## src/rtl/score_btn_driver_if.sv

```systemverilog
// Command channel into the scoreboard button driver.
// The producer offers an op with cmd_valid; the driver takes it on any
// rising edge where cmd_ready is also high.
interface score_btn_driver_if;
    logic       cmd_valid;
    logic [1:0] cmd_op;
    logic       cmd_ready;

    modport master (
        output cmd_valid,
        output cmd_op,
        input  cmd_ready
    );

    modport slave (
        input  cmd_valid,
        input  cmd_op,
        output cmd_ready
    );
endinterface

```

## src/rtl/score_btn_driver.sv

```systemverilog
// Pushbutton stimulus generator for the scoreboard.
// Commands are queued in a small FIFO and replayed one at a time as a
// press/gap waveform on the incr/decr/clr button lines. A saturating BCD
// model tracks the score the scoreboard should be showing.
module score_btn_driver #(
    parameter int PRESS_CYCLES = 20,
    parameter int GAP_CYCLES   = 10,
    parameter int FIFO_DEPTH   = 4,
    parameter int CNT_W        = 16
) (
    input  logic                 clk_100MHz,
    input  logic                 reset,
    score_btn_driver_if.slave    cmd,
    output logic                 btn_incr,
    output logic                 btn_decr,
    output logic                 btn_clr,
    output logic                 busy,
    output logic [3:0]           exp_bcd_hi,
    output logic [3:0]           exp_bcd_low,
    output logic                 cmd_err,
    output logic [CNT_W-1:0]     issued_count
);

    typedef enum logic [1:0] {
        OP_INCR = 2'b00,
        OP_DECR = 2'b01,
        OP_CLR  = 2'b10,
        OP_RSVD = 2'b11
    } op_t;

    typedef enum logic [1:0] {
        ST_IDLE,
        ST_PRESS,
        ST_GAP
    } state_t;

    localparam int PTR_W   = $clog2(FIFO_DEPTH);
    localparam int TMR_MAX = (PRESS_CYCLES > GAP_CYCLES) ? PRESS_CYCLES : GAP_CYCLES;
    // The timer only ever holds a load value of (cycles - 1).
    localparam int TMR_W   = (TMR_MAX > 1) ? $clog2(TMR_MAX) : 1;

    localparam logic [TMR_W-1:0] PRESS_LOAD = TMR_W'(PRESS_CYCLES - 1);
    localparam logic [TMR_W-1:0] GAP_LOAD   = TMR_W'(GAP_CYCLES - 1);
    localparam logic [PTR_W:0]   FULL_OCC   = (PTR_W + 1)'(FIFO_DEPTH);

    // ------------------------------------------------------------------
    // Command FIFO
    // ------------------------------------------------------------------
    op_t              fifo_mem [FIFO_DEPTH];
    logic [PTR_W-1:0] wr_ptr;
    logic [PTR_W-1:0] rd_ptr;
    logic [PTR_W:0]   occupancy;

    logic fifo_full;
    logic fifo_empty;
    logic accept;
    logic push;
    logic pop;
    op_t  in_op;
    op_t  head_op;

    state_t           state;
    logic [TMR_W-1:0] timer;
    op_t              cur_op;
    logic             press_done;

    assign in_op      = op_t'(cmd.cmd_op);
    assign head_op    = fifo_mem[rd_ptr];
    assign fifo_full  = (occupancy == FULL_OCC);
    assign fifo_empty = (occupancy == '0);

    // Ready comes from registered occupancy only, and is held low during reset.
    assign cmd.cmd_ready = ~reset & ~fifo_full;

    // Reserved ops are consumed on the handshake but never queued.
    assign accept = cmd.cmd_valid & cmd.cmd_ready;
    assign push   = accept & (in_op != OP_RSVD);
    // Pop only from IDLE and only from registered occupancy, so a command
    // written on one edge is first visible to the FSM on the next.
    assign pop    = (state == ST_IDLE) & ~fifo_empty;

    // FIFO storage write.
    // NOTE: the storage array has no reset; occupancy and pointers decide
    // which entries are meaningful, so clearing the data buys nothing.
    always_ff @(posedge clk_100MHz) begin
        if (push) begin
            fifo_mem[wr_ptr] <= in_op;
        end
    end

    // FIFO pointers and occupancy; simultaneous push and pop leave occupancy unchanged.
    // NOTE: all sequential state uses non-blocking assignments so every
    // register samples the pre-edge values of its neighbours.
    always_ff @(posedge clk_100MHz) begin
        if (reset) begin
            wr_ptr    <= '0;
            rd_ptr    <= '0;
            occupancy <= '0;
        end else begin
            if (push) begin
                wr_ptr <= wr_ptr + 1'b1;
            end
            if (pop) begin
                rd_ptr <= rd_ptr + 1'b1;
            end
            case ({push, pop})
                2'b10:   occupancy <= occupancy + 1'b1;
                2'b01:   occupancy <= occupancy - 1'b1;
                default: occupancy <= occupancy;
            endcase
        end
    end

    // ------------------------------------------------------------------
    // Button waveform FSM
    // ------------------------------------------------------------------
    assign press_done = (state == ST_PRESS) && (timer == '0);

    // Sequence IDLE -> PRESS -> GAP and drive the registered button lines.
    always_ff @(posedge clk_100MHz) begin
        if (reset) begin
            state    <= ST_IDLE;
            timer    <= '0;
            cur_op   <= OP_INCR;
            btn_incr <= 1'b0;
            btn_decr <= 1'b0;
            btn_clr  <= 1'b0;
        end else begin
            case (state)
                ST_IDLE: begin
                    btn_incr <= 1'b0;
                    btn_decr <= 1'b0;
                    btn_clr  <= 1'b0;
                    if (!fifo_empty) begin
                        cur_op   <= head_op;
                        timer    <= PRESS_LOAD;
                        state    <= ST_PRESS;
                        btn_incr <= (head_op == OP_INCR);
                        btn_decr <= (head_op == OP_DECR);
                        btn_clr  <= (head_op == OP_CLR);
                    end
                end
                ST_PRESS: begin
                    if (timer == '0) begin
                        btn_incr <= 1'b0;
                        btn_decr <= 1'b0;
                        btn_clr  <= 1'b0;
                        timer    <= GAP_LOAD;
                        state    <= ST_GAP;
                    end else begin
                        timer <= timer - 1'b1;
                    end
                end
                ST_GAP: begin
                    if (timer == '0) begin
                        state <= ST_IDLE;
                    end else begin
                        timer <= timer - 1'b1;
                    end
                end
                default: begin
                    state    <= ST_IDLE;
                    timer    <= '0;
                    btn_incr <= 1'b0;
                    btn_decr <= 1'b0;
                    btn_clr  <= 1'b0;
                end
            endcase
        end
    end

    assign busy = (state != ST_IDLE) | ~fifo_empty;

    // ------------------------------------------------------------------
    // Expected score model and bookkeeping
    // ------------------------------------------------------------------

    // Apply the finished command to the saturating 00..99 BCD score.
    always_ff @(posedge clk_100MHz) begin
        if (reset) begin
            exp_bcd_hi  <= 4'd0;
            exp_bcd_low <= 4'd0;
        end else if (press_done) begin
            case (cur_op)
                OP_INCR: begin
                    if (exp_bcd_low != 4'd9) begin
                        exp_bcd_low <= exp_bcd_low + 4'd1;
                    end else if (exp_bcd_hi != 4'd9) begin
                        exp_bcd_low <= 4'd0;
                        exp_bcd_hi  <= exp_bcd_hi + 4'd1;
                    end
                end
                OP_DECR: begin
                    if (exp_bcd_low != 4'd0) begin
                        exp_bcd_low <= exp_bcd_low - 4'd1;
                    end else if (exp_bcd_hi != 4'd0) begin
                        exp_bcd_low <= 4'd9;
                        exp_bcd_hi  <= exp_bcd_hi - 4'd1;
                    end
                end
                OP_CLR: begin
                    exp_bcd_hi  <= 4'd0;
                    exp_bcd_low <= 4'd0;
                end
                default: begin
                    exp_bcd_hi  <= exp_bcd_hi;
                    exp_bcd_low <= exp_bcd_low;
                end
            endcase
        end
    end

    // Count commands whose press phase has completed; wraps naturally.
    always_ff @(posedge clk_100MHz) begin
        if (reset) begin
            issued_count <= '0;
        end else if (press_done) begin
            issued_count <= issued_count + CNT_W'(1);
        end
    end

    // Sticky flag for any accepted reserved op.
    always_ff @(posedge clk_100MHz) begin
        if (reset) begin
            cmd_err <= 1'b0;
        end else if (accept && (in_op == OP_RSVD)) begin
            cmd_err <= 1'b1;
        end
    end

endmodule

```

## src/flat_wrapper.sv

```systemverilog
// flat-port wrapper written by rule: the top's interface ports become plain ports
module score_btn_driver_flat 
#(
    parameter int PRESS_CYCLES = 20,
    parameter int GAP_CYCLES   = 10,
    parameter int FIFO_DEPTH   = 4,
    parameter int CNT_W        = 16
)
  (clk_100MHz, reset, btn_incr, btn_decr, btn_clr, busy, exp_bcd_hi, exp_bcd_low, cmd_err, issued_count, cmd_cmd_valid, cmd_cmd_op, cmd_cmd_ready);
  score_btn_driver_if cmd_i ();
  input  logic clk_100MHz;
  input  logic reset;
  output logic btn_incr;
  output logic btn_decr;
  output logic btn_clr;
  output logic busy;
  output logic [3:0] exp_bcd_hi;
  output logic [3:0] exp_bcd_low;
  output logic cmd_err;
  output logic [CNT_W-1:0] issued_count;
  input wire logic [$bits(cmd_i.cmd_valid)-1:0] cmd_cmd_valid;
  input wire logic [$bits(cmd_i.cmd_op)-1:0] cmd_cmd_op;
  output wire logic [$bits(cmd_i.cmd_ready)-1:0] cmd_cmd_ready;
  assign cmd_i.cmd_valid = cmd_cmd_valid;
  assign cmd_i.cmd_op = cmd_cmd_op;
  assign cmd_cmd_ready = cmd_i.cmd_ready;
  score_btn_driver #(.PRESS_CYCLES(PRESS_CYCLES), .GAP_CYCLES(GAP_CYCLES), .FIFO_DEPTH(FIFO_DEPTH), .CNT_W(CNT_W)) u_core (.clk_100MHz(clk_100MHz), .reset(reset), .cmd(cmd_i), .btn_incr(btn_incr), .btn_decr(btn_decr), .btn_clr(btn_clr), .busy(busy), .exp_bcd_hi(exp_bcd_hi), .exp_bcd_low(exp_bcd_low), .cmd_err(cmd_err), .issued_count(issued_count));
endmodule
```

## config.mk

```make
export PLATFORM = sky130hd
export DESIGN_NAME = score_btn_driver_flat
export DESIGN_NICKNAME = d
export VERILOG_FILES = /design/src/rtl/score_btn_driver_if.sv /design/src/rtl/score_btn_driver.sv /design/src/flat_wrapper.sv
export SDC_FILE = /design/constraint.sdc
export NUM_CORES = 1
export LEC_CHECK = 0
export CAP_MARGIN = 5
export CELL_PAD_IN_SITES_DETAIL_PLACEMENT = 0
export CELL_PAD_IN_SITES_GLOBAL_PLACEMENT = 2
export CORE_MARGIN = 2
export CORE_UTILIZATION = 34
export DETAILED_ROUTE_END_ITERATION = 16
export GPL_ROUTABILITY_DRIVEN = 0
export PLACE_DENSITY_LB_ADDON = 0.1
export SYNTH_ARGS = -nofsm -noshare
export SYNTH_HDL_FRONTEND = slang
export SYNTH_SLANG_ARGS = --single-unit
```

## constraint.sdc

```tcl
create_clock -name clk_100MHz -period 3.2 [get_ports clk_100MHz]
set_input_delay 0.96 -clock clk_100MHz [delete_from_list [all_inputs] [get_ports clk_100MHz]]
set_output_delay 0.96 -clock clk_100MHz [all_outputs]
set_load 0.1 [all_outputs]
```

After elaboration in Yosys (flattened, before gate mapping)

Memories as Yosys holds them, arrays and structs flattened. A register that Yosys moved wholly into a read port is not among the register bits.
Cells that the tools add are included.

Register bits: 44
RAM bits: 8
Input port bits: 5
Output and inout bits: 30
Memories kept: 1

Memories:

| name            | depth | width | rd ports | clocked after Yosys merged registers in | wr ports | RTL line               | RTL |
|---|---|---|---|---|---|---|---|
| u_core.fifo_mem | 4     | 2     | 1        | 1                                       | 1        | score_btn_driver.sv:49 | `op_t fifo_mem [FIFO_DEPTH];` |

Add/subtract/negate cells: 10
Eq/ne operators: 23
Multiplexer cells: 30
Bitwise operators: 9
Reduce and logical (&&, ||, !) cells: 18

Operators by type and width:

| operator              | number |
|---|---|
| $mux 4                | 8 |
| $pmux 4 s3            | 2 |
| $add 16x1->16 const B | 1 |
| $mux 5                | 3 |
| $pmux 5 s3            | 1 |
| $ne 2x2->1 const B    | 6 |
| $eq 2x2->1 const B    | 5 |
| $mux 2                | 5 |
| $pmux 1 s3            | 3 |
| $add 4x1->4 const B   | 2 |
| $eq 2x1->1 const B    | 4 |
| $ne 4x4->1 const B    | 2 |
| $reduce_bool 4->1     | 2 |
| $sub 4x1->4 const B   | 2 |
| $logic_not 2->1       | 3 |
| $mux 1                | 6 |
| $ne 2x1->1 const B    | 3 |
| $ne 3x1->1 const B    | 2 |
| $pmux 2 s3            | 1 |
| $pmux 3 s2            | 1 |
| $reduce_and 2->1      | 3 |
| $reduce_and 6->1      | 1 |
| $logic_not 5->1       | 1 |
| $sub 5x1->5 const B   | 1 |
| other kinds (13)      | 22 |

Depth between registers and ports, before layout

Gate-level depths: netlist of the first run.

Word-level depth: 7
Gate-level depth with buffers: 11

Least setup slack after synthesis of the first run

OpenSTA, ideal clock, no wires.

Path kind: input-to-reg
Start point: in reset
End point: reg u_core.occupancy[2]
Setup time: 0.070 ns
Arrival: 4.308 ns
Data required time: 3.130 ns
Path slack: -1.178 ns
Cell stages on the path: 11
Path buffers: 2
Cells stage by stage: clkbuf_1 -> a31oi_1 -> and3_1 -> clkbuf_1 -> inv_1 -> ha_1 -> inv_1 -> fa_1 -> xor2_1 -> or3_1 -> a21oi_1

Longest elaborated chain between the ends: 6

Ends and longest elaborated chain:

| element                                                | RTL line                | RTL |
|---|---|---|
| start, declared                                        | flat_wrapper.sv:12      | `input logic reset;` |
| $not 1->1 (*)                                          | score_btn_driver.sv:73  | `assign cmd.cmd_ready = ~reset & ~fifo_full;` |
| $and 1x1->1 (*)                                        | score_btn_driver.sv:73  |  |
| named net cmd_cmd_ready                                | flat_wrapper.sv:23      | `output wire logic [$bits(cmd_i.cmd_ready)-1:0] cmd_cmd_ready;` |
| $and 1x1->1 (*)                                        | score_btn_driver.sv:76  | `assign accept = cmd.cmd_valid & cmd.cmd_ready;` |
| $and 1x1->1 (*)                                        | score_btn_driver.sv:77  | `assign push = accept & (in_op != OP_RSVD);` |
| $eq 2x1->1 / $eq 2x2->1 (equally long branches)        | score_btn_driver.sv:106 | `case ({push, pop})` |
| $pmux 3 s2 / $reduce_bool 2->1 (equally long branches) | n/a                     |  |
| end signal, assigned                                   | score_btn_driver.sv:107 | `2'b10: occupancy <= occupancy + 1'b1;` |
| end signal, assigned                                   | score_btn_driver.sv:108 | `2'b01: occupancy <= occupancy - 1'b1;` |
| end signal, assigned                                   | score_btn_driver.sv:109 | `default: occupancy <= occupancy;` |
| end, declared                                          | score_btn_driver.sv:52  | `logic [PTR_W:0] occupancy;` |

Mark *: on every way through the listed nets, which the timed path passes. The rest lies on a longest branch.
A chain may end at the register's enable or synchronous reset.

Worst setup path after layout of the first run

Start point: in cmd_cmd_op[0]
End point: reg u_core.occupancy[2]

Longest elaborated chain between the ends: 4

Ends and longest elaborated chain:

| element                                                | RTL line                | RTL |
|---|---|---|
| start, declared                                        | flat_wrapper.sv:22      | `input wire logic [$bits(cmd_i.cmd_op)-1:0] cmd_cmd_op;` |
| $ne 2x2->1 (*)                                         | score_btn_driver.sv:77  |  |
| $and 1x1->1 (*)                                        | score_btn_driver.sv:77  |  |
| $eq 2x1->1 / $eq 2x2->1 (equally long branches)        | score_btn_driver.sv:106 |  |
| $pmux 3 s2 / $reduce_bool 2->1 (equally long branches) | n/a                     |  |

Every way passes the cells marked *; elsewhere a longest branch is shown, timed or not.

==> flow_summary.yaml, run 1 <==
run_status:
  status: "finished, final reports clean"
logic_synthesis:
  synth_warnings: 0
  syn_area_per_cell_sq_um: 8.98
  netlist_top_cells_area: "dfxtp_1, edfxtp_1, ha_1"
  synth_nets: 331
  synth-main-ff-cell: "dfxtp_1"
  ys_seq_area_share_pct: 41.6
  synth_adder_area_share_pct: 7.26
  synth-simple-area-share_pct: 22.8
  synth-seq-cells: 54
  synthArstFlopShare_pct: 0
  synth_xor_area_share_pct: 7.21
  synth_top_area_cell: "dfxtp_1"
  synth_top_area_share_pct: 33.0
  ys_types: 50
  synth_top_family_by_area: "simple AND/OR/NAND/NOR gates"
  synth_edf_count: 8
  syn_area_sq_um: 2790
  synth_mux_area_share_pct: 1.97
  synth_cells: 311
  synth-compound-area-share_pct: 14.9
global_routing:
  track_usage_pct: 14.2
  grt_pass1_vias: 2030
  grt_pass1_wl_um: 10000
  antenna_found_initial: 0
  grt_overflow: 0
  grt_max_degree: 46
timing:
  slew_headroom_pct: 63.8
  final_hold_viol_count: 0
  drv_slew: 0
  fin_tns_setup_ps: 0
  final.period_utilization_pct: 86.5
  skew_ps: 5.44
  period_needed_ps: 2770
  clock.fmax_mhz: 361
  setup_viol: 0
  rsz0062_at_grt: "false"
  fin_hold_ws_ps: 497
  worstMarginPinSlew_ps: 543
clock_network:
  clkSlewWorstSetupHoldPaths_ps: 100
  clk_path_buf_depth: 2
  cts.sinks: 54
  cts.htree.levels: 2
  cts_tree: "built"
  postCtsSetupRepairBufs: 0
  cts_buffers: 5
  cts-root-buf: "clkbuf_8"
  post_cts_resized: 0
  hold_buffers: 0
  clock_latency_ps: 310
power:
  p_comb_share_pct: 50.6
  p_int_mw: 1.41
  clock_power_share_pct: 14.8
  p_seq_share_pct: 34.6
  vdd_drop_max_v: 0.000392
  p_leak_nw: 1.29
  cellPowerDensity_nw_per_um2: 798
  switching_share_pct: 46.1
  power.switching_mw: 1.21
finish:
  ff_latch_area_sq_um: 1160
  syn2layout_area_growth_pct: 17.3
  final_layout_size_suffix_gt1_share_pct: 15.5
  antennaDiodeCount: 0
  final_cell_area_sq_um: 3280
  fillers: 849
  fin_util_pct: 40.5
  multi_input_area_sq_um: 1530
  final_nets: 362
detailed_routing:
  vias: 2192
  routed_via_density: 4.89
  routed_wirelength_um: 5860
  drc_errors: 0
  dr.first_iter.drc_count: 86
  ant_nets: 0
  wl_per_cell_um: 13.1
  drt-pass1-iter-count: 4
worst_setup_path:
  ff2ff_setup_slack_ps: 780
  r2r_start: "u_core.timer[0]"
  endpoint_kind: "register"
  critical_path_required_ps: 3450
  critPathKind: "input pin to register"
  startpoint: "cmd_cmd_op[0]"
  crit_fanout: 2
  start_kind: "input pin"
  worstPathArrival_ps: 3020
worst_hold_path:
  hold_path.class: "register to register"
  min_from: "u_core.issued_count[1]"
placed_design:
  io_buffers: 34
  dpl.hpwl_um: 4190
  postPlaceCellArea_sq_um: 3190
floorplan:
  die_w_um: 94.6
  top_level_ports: 35
  rows: 33
  start_util_pct: 34.5
  die_area_sq_um: 8950
  coreArea_sq_um: 8090
  die_h_um: 94.6
job:
  cap_violations: 0
synthesized netlist by cell type (4+ instances only):
master / count
a22oi_1: 4
nor2_1: 39
and2_1: 5
and3_1: 7
xor2_1: 15
or3_1: 7
o21ai_0: 14
nand2_1: 24
ha_1: 13
nand3_1: 9
edfxtp_1: 8
a31oi_1: 5
nand4_1: 4
clkbuf_1: 14
dfxtp_1: 46
a21oi_1: 21
inv_1: 14
xnor2_1: 8
nor3_1: 6
and4_1: 4
layout make-up:
cell class / count / area share (%)
clock buffer: 6 / 2.21
clock inverter: 2 / 0.458
inverter: 14 / 1.60
multi-input combinational: 227 / 46.6
sequential: 54 / 35.4
tap: 105 / 4.01
timing repair buffer: 40 / 9.70
kinds of logic (layout without fill, tap and decap cells):
family	after synthesis	after routing
xor+xnor	23	23
fa+ha+maj	15	15
mux	3	3
compound gates	64	64
simple gates	122	122
flops	54	54
buf+inv	30	62
power by group through the flow:
stage	clock, mW	sequential, mW	combinational, mW
final	0.387	0.905	1.32
after global routing	0.435	0.927	1.47
after CTS	0.405	0.908	1.34
after detailed placement	0	0.924	1.34
after global placement	0	0.923	1.34
after floorplan	0	1.02	0.960
state kept, by name, indices dropped and copies added (netlist names), named ones only:
name	count
u_core.btn_clr	1
u_core.btn_decr	1
u_core.btn_incr	1
u_core.cmd_err	1
u_core.cur_op	2
u_core.exp_bcd_hi	4
u_core.exp_bcd_low	4
u_core.fifo_mem	8
u_core.issued_count	16
u_core.occupancy	3
u_core.rd_ptr	2
u_core.state	2
u_core.timer	5
u_core.wr_ptr	2
cells in the final DEF (no fill, tap or decap), drive strengths merged, types with 4 or more instances in the layout:
master and count:
a21oi 21, nand4 4, nand3 9, and3 7, xnor2 8, nor3 8
xor2 15, edfxtp 8, dfxtp 46, and4 4, and2 5, clkbuf 6
a22oi 4, nor2 39, ha 13, a31oi 5, buf 37, nand2 24
or3 7, o21ai 14, inv 14
per-stage QoR:
| stage | worst slack [ps] | total power, mW | instances |
|---|---|---|---|
| floorplan | 14.6 | 1.98 | 311 |
| global placement | 123 | 2.26 | 440 |
| detailed placement | 107 | 2.26 | 440 |
| CTS | 435 | 2.66 | 448 |
| global route | 360 | 2.83 | 448 |
| finish | 431 | 2.62 | 448 |
final timing paths:
check                                 to  cells past startpoint
hold reg to reg   u_core.issued_count[1]                      2
hold / removal    u_core.issued_count[1]                      2
setup reg to reg  u_core.issued_count[5]                      7
setup / recovery     u_core.occupancy[2]                     10
critical path: stages:
cell,delay [ps]
clkdlybuf4s50_1,490
nand2_1,70
and3_1,180
inv_1,50
ha_1,160
inv_1,70
fa_1,420
xor2_1,160
or3_1,310
a21oi_1,140
layer usage:
layer / vias to the layer above / wire length (um) / global-route usage (%)
li1: 1151 / - / -
met1: 1010 / 2840 / 18.6
met2: 26 / 2770 / 23.6
met4: 0 / 75 / 4.35
met3: 5 / 168 / 2.87
met5: - / 0 / 0
(Power assumes the default switching activity.)
==> run 2, diff against run 1 <==
--- a/config.mk
+++ b/config.mk
@@ -8,6 +8,7 @@
 export CAP_MARGIN = 5
 export CELL_PAD_IN_SITES_DETAIL_PLACEMENT = 0
 export CELL_PAD_IN_SITES_GLOBAL_PLACEMENT = 2
+export CORE_ASPECT_RATIO = 1.1
 export CORE_MARGIN = 2
 export CORE_UTILIZATION = 34
 export DETAILED_ROUTE_END_ITERATION = 16
==> flow_summary.yaml, run 2 (synthesized netlist as in run 1, its figures left out) <==
placed_design:
  dpl.hpwl_um: 4330
  io_buffers: 34
  place_ws_ps: 150
worst_setup_path:
  start_kind: "input pin"
  critPathKind: "input pin to register"
  endpoint_kind: "register"
  crit_fanout: 2
  r2r_start: "u_core.cur_op[1]"
  critical_path_required_ps: 3440
  startpoint: "cmd_cmd_op[0]"
  path_cells: "clkdlybuf4s50_1, nand2_1, and3_1, inv_1, ha_1, inv_1, fa_1, xor2_1, or3_1, a21oi_1"
  regToRegEndpoint: "u_core.exp_bcd_hi[3]"
  cpMostUsedCell: "inv_1"
  r2r_cells: 8
  critPathMaxStageDelay_ps: 480
  cp_slowest_cell: "clkdlybuf4s50_1"
  ff2ff_setup_slack_ps: 810
  cp.depth: 10
  crit_family: "buffers and inverters"
  worstPathArrival_ps: 2960
  crit_buf_inv: 3
clock_network:
  hold_buffers: 0
  cts-root-buf: "clkbuf_8"
  clkSlewWorstSetupHoldPaths_ps: 100
  cts.htree.levels: 2
  cts.sinks: 54
  cts_buffers: 5
  postCtsSetupRepairBufs: 0
  clock_latency_ps: 310
  cts_tree: "built"
  post_cts_resized: 0
  clk_path_buf_depth: 2
timing:
  slew_headroom_pct: 59.7
  final.period_utilization_pct: 85.0
  drv_slew: 0
  period_needed_ps: 2720
  worstMarginPinSlew_ps: 605
  fin_tns_setup_ps: 0
  clock.fmax_mhz: 368
  setup_viol: 0
  setup_ws_ps: 481
  skew_ps: 8.07
  final_hold_viol_count: 0
  rsz0062_at_grt: "false"
worst_hold_path:
  hold_path.class: "register to register"
  hold_depth: 2
  min_from: "u_core.cmd_err"
  whs_endpoint: "u_core.cmd_err"
floorplan:
  coreArea_sq_um: 7960
  rows: 34
  die_h_um: 99.1
  start_util_pct: 35.1
  die_area_sq_um: 8960
  top_level_ports: 35
  die_w_um: 90.4
global_routing:
  grt_max_degree: 46
  antenna_found_initial: 0
  grt_pass1_vias: 2072
  track_usage_pct: 13.8
  grt_pass1_wl_um: 10100
  grt_overflow: 0
finish:
  syn2layout_area_growth_pct: 18.2
  final_common_cell: "dfxtp_1"
  top_register: "u_core.issued_count"
  largest_reg_flops: 16
  biggestRegsByFlops: "u_core.issued_count: 16 flops, u_core.fifo_mem: 8 flops, u_core.timer: 5 flops"
  final_nets: 362
  final_layout_size_suffix_gt1_share_pct: 15.7
  final_cell_mix: "dfxtp_1, nor2_1, buf_4"
  antennaDiodeCount: 0
power:
  cellPowerDensity_nw_per_um2: 817
  vdd_drop_max_v: 0.000302
  p_leak_nw: 1.31
detailed_routing:
  ant_nets: 0
  routed_via_density: 4.97
  routed_wirelength_um: 6050
  wl_per_cell_um: 13.4
  drc_errors: 0
  dr.first_iter.drc_count: 96
  vias: 2241
  drt-pass1-iter-count: 4
run_status:
  status: "finished, final reports clean"
job:
  cap_violations: 0
[run 2: cell count changes in the layout (fill, tap and decap cells not counted)]
cell,change
bufinv_16,+1
clkbuf_1,-1
clkinv_2,+2
clkinvlp_4,-2
[run 2: worst max path at each step]
stage                               end
floorplan           u_core.occupancy[2]
global placement    u_core.occupancy[2]
detailed placement  u_core.occupancy[2]
CTS                 u_core.occupancy[2]
global route        u_core.occupancy[2]
finish              u_core.occupancy[2]
[run 2: where the power goes]
part / switching [mW] / total [mW] / internal [mW]
clock network: 0.231 / 0.462 / 0.231
logic: 0.864 / 1.33 / 0.466
registers: 0.117 / 0.906 / 0.790
[run 2: layout make-up]
class / instances / area [sq um]
inverter: 14 / 52.6
tap: 108 / 135
sequential: 54 / 1160
timing repair buffer: 40 / 318
clock buffer: 5 / 68.8
multi-input combinational: 227 / 1530
clock inverter: 3 / 40.0
fill: 844 / 4650
[run 2: metrics by stage]
stage / hold WS, ps / power, mW / area (sq um) / cells / utilization, %
after floorplan: 469 / 1.98 / 2820 / 311 / -
after global placement: 470 / 2.26 / 3190 / 443 / 40.1
after detailed placement: 474 / 2.27 / 3190 / 443 / 40.1
after CTS: 497 / 2.73 / 3300 / 451 / 41.5
after global routing: 521 / 2.91 / 3300 / 451 / 41.5
final: 489 / 2.70 / 3300 / 451 / 41.5
[run 2: worst reg2reg max path: cells and delay by family (launching register included)]
kind	cells	cell delay (ps)
buf+inv	1	90
flops	1	350
fa+ha+maj	2	930
compound gates	2	350
simple gates	3	610
[run 2: routing by layer]
layer / track usage, % / vias up / routed length, um
met5: 0 / - / 0
li1: - / 1152 / -
met1: 17.2 / 1053 / 2840
met2: 24.1 / 30 / 2930
met3: 2.75 / 6 / 197
met4: 4.62 / 0 / 79
==> run 3, diff against run 2 <==
==> constraint.sdc (replaced) <==
create_clock -name clk_100MHz -period 2.7 [get_ports clk_100MHz]
set_input_delay 0.81 -clock clk_100MHz [delete_from_list [all_inputs] [get_ports clk_100MHz]]
set_output_delay 0.81 -clock clk_100MHz [all_outputs]
set_load 0.1 [all_outputs]
==> flow_summary.yaml, run 3 (synthesized netlist as in run 1, its figures left out) <==
run_status:
  status: "finished, final reports clean"
global_routing:
  grt_pass1_vias: 2149
  use_met1_pct: 17.2
  grt_pass1_wl_um: 10200
  top_usage_layer: "met2"
  track_usage_pct: 13.8
  grt_util_met3_pct: 2.83
  use_met2_pct: 24.0
  grt_overflow: 0
  antenna_found_initial: 0
  grt_max_degree: 46
detailed_routing:
  drt-pass1-iter-count: 4
  ant_nets: 0
  vias: 2222
  drc_errors: 0
  routed_wirelength_um: 5870
  routed_via_density: 4.88
  wl_per_cell_um: 12.9
  dr.first_iter.drc_count: 110
clock_network:
  post_cts_resized: 0
  hold_buffers: 0
  cts-root-buf: "clkbuf_8"
  clkSlewWorstSetupHoldPaths_ps: 90
  clk_path_buf_depth: 2
  cts.htree.levels: 2
  clock_latency_ps: 310
  cts_buffers: 5
  cts_tree: "built"
  cts.sinks: 54
  postCtsSetupRepairBufs: 0
worst_setup_path:
  critPathKind: "register to primary output"
  start_kind: "register"
  path_cells: "or3_1, nor3_1, inv_1, buf_12"
  r2r_cells: 7
  cp_slowest_cell: "or3_1"
  regToRegEndpoint: "u_core.exp_bcd_low[0]"
  endpoint_kind: "primary output"
  worstPathArrival_ps: 1670
  critPathMaxStageDelay_ps: 400
  r2r_start: "u_core.timer[0]"
  startpoint: "u_core.occupancy[2]"
  ff2ff_setup_slack_ps: 350
  critical_path_required_ps: 1890
  crit_fanout: 4
timing:
  skew_ps: 6.57
  period_needed_ps: 2480
  setup_ws_ps: 223
  slew_headroom_pct: 66.4
  clock.fmax_mhz: 404
  final.period_utilization_pct: 91.8
  drv_slew: 0
  final_hold_viol_count: 0
  setup_viol: 0
  rsz0062_at_grt: "false"
  worstMarginPinSlew_ps: 504
floorplan:
  top_level_ports: 35
  start_util_pct: 35.1
  die_w_um: 90.4
  die_h_um: 99.1
  coreArea_sq_um: 7960
  die_area_sq_um: 8960
  rows: 34
placed_design:
  dpl.hpwl_um: 4270
  io_buffers: 34
  place_ws_ps: -52.8
  dp.cells: 447
finish:
  syn2layout_area_growth_pct: 21.2
  final_nets: 366
  fillers: 841
  final_common_cell: "dfxtp_1"
  largest_reg_flops: 16
  final_layout_size_suffix_gt1_share_pct: 17.6
  fin_cells: 455
  biggestRegsByFlops: "u_core.issued_count: 16 flops, u_core.fifo_mem: 8 flops, u_core.timer: 5 flops"
  final_cell_mix: "dfxtp_1, nor2_1, buf_4"
  top_register: "u_core.issued_count"
  antennaDiodeCount: 0
worst_hold_path:
  whs_endpoint: "u_core.cmd_err"
  min_from: "u_core.cmd_err"
  hold_path.class: "register to register"
  hold_depth: 2
power:
  vdd_drop_max_v: 0.000394
  p_leak_nw: 1.34
  cellPowerDensity_nw_per_um2: 1000
job:
  cap_violations: 0
[run 3: power by group]
group,internal (mW),switching (mW)
registers,0.936,0.129
clock network,0.367,0.266
logic,0.639,1.05
total,1.94,1.45
[run 3: critical path: cells and delay by family (launching register included)]
| family | cells | cell delay (ps) |
|---|---|---|
| buf+inv | 2 | 360 |
| flops | 1 | 360 |
| simple gates | 2 | 650 |
[run 3: final cells by class]
class	instances	area (sq um)	share of cell area [%]
Multi-Input combinational cell	227	1540	45.5
Sequential cell	54	1160	34.3
Timing Repair Buffer	44	360	10.6
Tap cell	108	135	3.99
Clock buffer	5	68.8	2.03
Clock inverter	3	63.8	1.88
Inverter	14	55.1	1.63
[run 3: worst max-delay path by stage]
stage                                to  slack (ps)  depth (start not counted)
finish                             busy         220                          4
global route                       busy          90                          4
CTS                                busy         170                          4
detailed placement  u_core.occupancy[2]         -50                         10
global placement    u_core.occupancy[2]          -9                         10
floorplan           u_core.occupancy[2]        -210                         11
[run 3: per-stage QoR]
stage | setup TNS (ps) | hold WS [ps] | instance area [sq um] | power, mW | util (%)
after floorplan | -400 | 466 | 2860 | 2.38 | -
after global routing | 0 | 519 | 3390 | 3.65 | 42.6
final | 0 | 486 | 3390 | 3.39 | 42.6
after CTS | 0 | 500 | 3390 | 3.44 | 42.6
after detailed placement | -52.8 | 477 | 3250 | 2.79 | 40.9
after global placement | -8.54 | 467 | 3250 | 2.79 | 40.9
[run 3: metal layers]
layer | routed length, um | vias up | share of wire [%]
li1 | - | 1161 | -
met1 | 2740 | 1029 | 47
met2 | 2850 | 26 | 49
met3 | 207 | 6 | 3.5
met4 | 71 | 0 | 1.2
met5 | 0 | - | 0
